`src/rtl/rv32_pkg.sv`:
```
// Shared types for the rv32 core slice.
// Holds the memory-port arbiter state, source and grant encodings.
package rv32_pkg;

  typedef enum logic [1:0] {
    ARB_IDLE,
    ARB_RD_WAIT,
    ARB_RESP
  } arb_state_t;

  typedef enum logic {
    SRC_IF,
    SRC_D
  } arb_src_t;

  typedef struct packed {
    logic d;
    logic ifetch;
  } arb_gnt_t;

  localparam int ARB_LAT_W    = 2;
  localparam int ARB_STARVE_W = 4;

endpackage

```
`src/rtl/mem_port_arbiter_prio_sel.sv`:
```
// Winner select for the shared memory port.
// Data side has priority unless fetch has been starved.
module arb_prio_sel
  import rv32_pkg::*;
#(
  parameter int STARVE_MAX = 4
) (
  input  logic                    if_req,
  input  logic                    d_req,
  input  logic [ARB_STARVE_W-1:0] starve_cnt,
  output arb_gnt_t                gnt
);

  logic starved;

  always_comb begin
    starved    = if_req &&
                 (starve_cnt == ARB_STARVE_W'(STARVE_MAX));
    gnt        = '0;
    gnt.d      = d_req && !starved;
    gnt.ifetch = if_req && !gnt.d;
  end

endmodule

```
`src/rtl/mem_port_arbiter.sv`:
```
// Shares one single-port memory between IF and MEM stage.
// One transaction in flight; reads answer with an rvalid pulse.
module mem_port_arbiter
  import rv32_pkg::*;
#(
  parameter int ADDR_W     = 32,
  parameter int DATA_W     = 32,
  parameter int MEM_LAT    = 1,
  parameter int STARVE_MAX = 4
) (
  input  logic              clk,
  input  logic              rst_n,
  input  logic              if_req,
  input  logic [ADDR_W-1:0] if_addr,
  output logic              if_gnt,
  output logic              if_rvalid,
  output logic [DATA_W-1:0] if_rdata,
  input  logic              d_req,
  input  logic              d_we,
  input  logic [ADDR_W-1:0] d_addr,
  input  logic [DATA_W-1:0] d_wdata,
  output logic              d_gnt,
  output logic              d_rvalid,
  output logic [DATA_W-1:0] d_rdata,
  output logic              mem_en,
  output logic              mem_we,
  output logic [ADDR_W-1:0] mem_addr,
  output logic [DATA_W-1:0] mem_wdata,
  input  logic [DATA_W-1:0] mem_rdata,
  output logic              busy
);

  localparam logic [ARB_LAT_W-1:0] LAT_INIT =
    ARB_LAT_W'(MEM_LAT - 1);
  localparam logic [ARB_STARVE_W-1:0] SMAX =
    ARB_STARVE_W'(STARVE_MAX);

  arb_state_t              state;
  arb_src_t                src;
  logic [ARB_LAT_W-1:0]    lat_cnt;
  logic [ARB_STARVE_W-1:0] starve_cnt;
  arb_gnt_t                sel;
  logic                    can_arb;
  logic                    gnt_any;
  logic                    rd_gnt;

  arb_prio_sel #(
    .STARVE_MAX(STARVE_MAX)
  ) u_sel (
    .if_req    (if_req),
    .d_req     (d_req),
    .starve_cnt(starve_cnt),
    .gnt       (sel)
  );

  assign can_arb   = (state != ARB_RD_WAIT);
  assign if_gnt    = can_arb && sel.ifetch;
  assign d_gnt     = can_arb && sel.d;
  assign gnt_any   = if_gnt || d_gnt;
  assign rd_gnt    = if_gnt || (d_gnt && !d_we);
  assign busy      = (state == ARB_RD_WAIT);

  assign mem_en    = gnt_any;
  assign mem_we    = d_gnt && d_we;
  assign mem_addr  = d_gnt  ? d_addr :
                     if_gnt ? if_addr : '0;
  assign mem_wdata = gnt_any ? d_wdata : '0;

  always_ff @(posedge clk or negedge rst_n) begin
    if (!rst_n) begin
      state      <= ARB_IDLE;
      src        <= SRC_IF;
      lat_cnt    <= '0;
      starve_cnt <= '0;
      if_rvalid  <= 1'b0;
      d_rvalid   <= 1'b0;
      if_rdata   <= '0;
      d_rdata    <= '0;
    end else begin
      if_rvalid <= 1'b0;
      d_rvalid  <= 1'b0;
      unique case (state)
        ARB_IDLE, ARB_RESP: begin
          if (rd_gnt) begin
            src     <= d_gnt ? SRC_D : SRC_IF;
            lat_cnt <= LAT_INIT;
            state   <= ARB_RD_WAIT;
          end else begin
            state   <= ARB_IDLE;
          end
        end
        ARB_RD_WAIT: begin
          if (lat_cnt == '0) begin
            state <= ARB_RESP;
            if (src == SRC_D) begin
              d_rdata  <= mem_rdata;
              d_rvalid <= 1'b1;
            end else begin
              if_rdata  <= mem_rdata;
              if_rvalid <= 1'b1;
            end
          end else begin
            lat_cnt <= lat_cnt - 1'b1;
          end
        end
        default: state <= ARB_IDLE;
      endcase
      // Count data wins only while fetch is actually waiting.
      if (d_gnt) begin
        if (!if_req)
          starve_cnt <= '0;
        else if (starve_cnt != SMAX)
          starve_cnt <= starve_cnt + 1'b1;
      end else if (if_gnt) begin
        starve_cnt <= '0;
      end
    end
  end

endmodule

```
`config.mk`:
```
export PLATFORM = sky130hd
export DESIGN_NAME = mem_port_arbiter
export DESIGN_NICKNAME = d
export VERILOG_FILES = /design/src/rtl/rv32_pkg.sv /design/src/rtl/mem_port_arbiter_prio_sel.sv /design/src/rtl/mem_port_arbiter.sv
export SDC_FILE = /design/constraint.sdc
export NUM_CORES = 1
export LEC_CHECK = 0
export BUFFER_PORTS_ARGS = -buffer_cell sky130_fd_sc_hd__buf_4
export CORE_AREA = 2 2 104 106
export DETAILED_ROUTE_END_ITERATION = 16
export DIE_AREA = 0 0 106 108
export PLACE_DENSITY_LB_ADDON = 0.08
export SETUP_SLACK_MARGIN = 0.05
export SYNTH_ARGS = -nofsm -noshare
export SYNTH_HDL_FRONTEND = slang
export SYNTH_SLANG_ARGS = --single-unit
```
`constraint.sdc`:
```
create_clock -name clk -period 3.1 [get_ports clk]
set_clock_uncertainty 0.2 [all_clocks]
set_input_delay 0.31 -clock clk [delete_from_list [all_inputs] [get_ports clk]]
set_output_delay 0.31 -clock clk [all_outputs]
set_load 0.01 [all_outputs]
```
==> results.txt <==
* Length in cells of the worst reg-to-reg path: 5
* Pin count of the biggest net entering global routing: 76
* Area of placed instances: 5871 sq um
* Clock network latency to the later pin of the worst-skew pair: 320 ps
- The share of synthesized area in the top cell type comes to 0.4921.
- Counting every sink on the clock net gives 75.
- The final-report hold violation count is 0.
- Num rows: 37
- GRT Total Usage: 0.2052
- Hold worst-path end: if_rdata[29]$_DFFE_PN0P_
- For the pin with the worst max-slew slack, the measured transition is 908.6 ps.
* Buffers & Inverters on Critical Path: 2
- The first global-routing pass estimated 18440 um of wire.
* Hold path start: mem_rdata[29]
* Worst path arrival time: 1980 ps
* Remaining antenna violation count: 0
- Post-layout instance count excluding filler cells: 747
- Largest fanout on the critical path: 71
* Number of resized instances in the post-cts repair step: 0
- The die covers 11450 sq um.
- For this run, design rule violations remaining after detail routing come to 0.
- Synthesis handed over a netlist of 349 instances.
- In the final routed layout, each cell accounts on average for 16.44 um.
* Average via count per standard cell: 4.965
- In the final design database the tool counted 742 nets.
- Length of the first detailed-routing pass in iterations: 5
* Post-synthesis sequential area ratio: 0.4921
* Number of primary I/O pins: 268
- Max Freq: 0.4012 GHz
- R2R setup slack: 910 ps
* Post-route worst setup slack: 607.6 ps
* Cell with the most instances after synthesis: sky130_fd_sc_hd__dfrtp_1
- The routed design could run at a clock period as short as 2492 ps.
* Portion of the clock cycle consumed by the worst path in the final layout: 0.8040
* CP endpoint kind: output port
- Counting instances in the post-synthesis netlist gives the leading cell types as sky130_fd_sc_hd__dfrtp_1 (75), sky130_fd_sc_hd__mux2_2 (62), sky130_fd_sc_hd__o21ai_0 (39).
* Predominant post-synthesis flop cell: sky130_fd_sc_hd__dfrtp_1
- Largest stage delay on the critical path: 560 ps
- Aggregate global routing overflow: 0
* Worst IR drop on VDD: 0.0003244 V
- TritonCTS built the clock tree.
- Port buffering added 267 buffers.
- Dpl cells: 725
* Series of cell instances along the critical path: nand2b_2, buf_4, nand3_1, o21ai_0, buf_4
- 0 antenna diodes ended up in the layout.
- The sequential cells in the finished layout cover a total of 1877 sq um.
- CP max-delay cell: sky130_fd_sc_hd__buf_4
* Maximum clock insertion buffer count: 2
* Clock root cell: sky130_fd_sc_hd__clkbuf_8
* Post-Route Setup TNS: 0 ps
- Smallest hold slack: 11.86 ps
* Number of warning messages in the yosys log: 0
* Starting utilization of the core area: 0.3728
- The worst setup path is of the flip-flop to output port kind.
* # fillers: 906
* Core ar.: 10230 sq um
- From synthesis to final layout, the design area changed by 59.97%.
- Kind of start point of the critical path: flip-flop
- In this run, synthesis inferred 0 flip-flops with an integrated enable.
* Final core occ: 0.5963
- Clock transition at path regs: 80 ps
- The worst register-to-register path ends at if_rdata[9]$_DFFE_PN0P_.
- At the end of routability-driven placement, the weighted congestion stood at 0.8582.
- After routing the design area is 6101 sq um.
- Clock buffer count from CTS: 9
* Drt first-iter violations: 152
* Average cell area after synthesis: 10.93 sq um
* Library cells used by synthesis: 34
- Final slew viol count: 0
- Largest cells by area after synthesis: sky130_fd_sc_hd__dfrtp_1 (49%), sky130_fd_sc_hd__mux2_2 (18%), sky130_fd_sc_hd__and2_1 (5.4%), sky130_fd_sc_hd__nand4_1 (5.4%), sky130_fd_sc_hd__o21ai_0 (5.1%)
- The worst register-to-register path begins at state[1]$_DFFE_PN0P_.
- Die span in x: 106 um
- Vias in the first global route: 3695
* Worst min-delay path class: input pin to flip-flop
- CTS built an H-tree with a depth of 3.
- Leakage: 2.940 nW
- Post-synthesis instance area: 3814 sq um
- Timing analysis after detailed placement gives a worst setup slack of 790.1 ps.
- Multi-input combinational cell area: 1745 sq um
* Worst rel slew slack: 0.3943
- In the final layout, the share of cells above drive strength 1 is 0.5794.
- Detail Placement HPWL: 9295 um
- The run finished with clean final reports.
- Net count after synthesis: 485
- Setup violations remaining at the end of the flow were counted as 0.
* Cell area power density: 658.0 nW/um^2
- Flip-flop and latch count after synthesis: 75
- Data on the critical path is required at its endpoint by 2590 ps.
* Number of stages on the worst hold path: 2
- The final layout contains routed wiring with a total length of 12280 um.
- Worst path most repeated cell: sky130_fd_sc_hd__buf_4
- Detailed routing inserted a total of 3709 vias.
- Final Total Pwr: 4.014 mW
* Die span in y: 108 um
- The kind of cell with the highest combined delay along the critical path is buffers and inverters.
- Proportion of synthesized flip-flops having asynchronous set or reset: 1.000
* Count of max-cap constraint violations: 0
- The synthesized design spends more area on one cell type than any other, namely sky130_fd_sc_hd__dfrtp_1.
- Number of antenna violations at the first check in global routing: 0
- RSZ-0062 raised after global routing: no
[what timing repair did]
item	4_1_cts	5_1_grt
hold buffers	2	4
buffers inserted	0	0
hold endpoints to repair	77	4
[cell families (layout without fill, tap and decap cells)]
group	Yosys count	after routing	share of synthesized area
AOI/OAI and AO/OA	49	49	0.07054
DFF	75	75	0.4921
muxes	64	64	0.1890
buffers and inverters	41	303	0.05085
and+or+nand+nor	117	117	0.1877
adders and majority gates	3	3	0.009844
[area by class of cell]
class / instances / share of cell area
flip-flops and latches: 75 / 0.3076
clock buffers: 11 / 0.02153
inverters: 9 / 0.005947
clock inverters: 5 / 0.006358
repair buffers: 278 / 0.3445
well taps: 136 / 0.02789
multi-input cells: 233 / 0.2861
[layout by cell type, fill, tap and decap left out, types with 2 or more instances in the layout]
cell type                         n
sky130_fd_sc_hd__buf_4          272
sky130_fd_sc_hd__dfrtp_1         75
sky130_fd_sc_hd__mux2_2          62
sky130_fd_sc_hd__o21ai_0         39
sky130_fd_sc_hd__and2_1          33
sky130_fd_sc_hd__nand3_1         33
sky130_fd_sc_hd__nand4_1         33
sky130_fd_sc_hd__clkbuf_8         9
sky130_fd_sc_hd__inv_1            8
sky130_fd_sc_hd__dlygate4sd3_1    6
sky130_fd_sc_hd__nor2_1           4
sky130_fd_sc_hd__ha_1             3
sky130_fd_sc_hd__nand2_1          2
sky130_fd_sc_hd__o21ai_1          2
sky130_fd_sc_hd__nand2b_1         2
sky130_fd_sc_hd__o22ai_1          2
sky130_fd_sc_hd__mux2_1           2
sky130_fd_sc_hd__clkinv_4         2
sky130_fd_sc_hd__clkbuf_1         2
[power breakdown]
| group | total (mW) | internal [mW] | leakage, nW | switching [mW] |
|---|---|---|---|---|
| combinational | 1.79 | 1.04 | 1.96 | 0.752 |
| sequential | 1.58 | 1.37 | 0.895 | 0.208 |
| clock | 0.647 | 0.296 | 0.0839 | 0.351 |
[routing by layer]
metal  up-vias  wire length, um  track usage
li1       1764                -            -
met5         -                0            0
met1      1752             4573       0.2383
met2       169             6407       0.3654
met4         0              280      0.06673
met3        24             1018      0.06028
[worst max-delay path by stage]
| stage | endpoint | from | depth (start not counted) | slack (ps) |
|---|---|---|---|---|
| 2_1_floorplan | mem_addr[10] | starve_cnt[0]$_DFFE_PN0P_ | 7 | 1030 |
| 3_3_place_gp | if_rdata[5]$_DFFE_PN0P_ | state[1]$_DFFE_PN0P_ | 5 | 900 |
| 3_5_place_dp | mem_wdata[20] | d_req | 5 | 790 |
| 4_1_cts | mem_addr[14] | starve_cnt[0]$_DFFE_PN0P_ | 7 | 590 |
| 5_1_grt | mem_addr[14] | state[0]$_DFFE_PN0P_ | 5 | 440 |
| 6_report | mem_addr[14] | state[0]$_DFFE_PN0P_ | 5 | 610 |
[state kept, by name, summed over array words and instances (netlist names)]
register	count
d_rdata	32
if_rdata	32
starve_cnt	4
lat_cnt	2
state	2
d_rvalid	1
if_rvalid	1
src	1
Power figures use the tool's default switching activity.
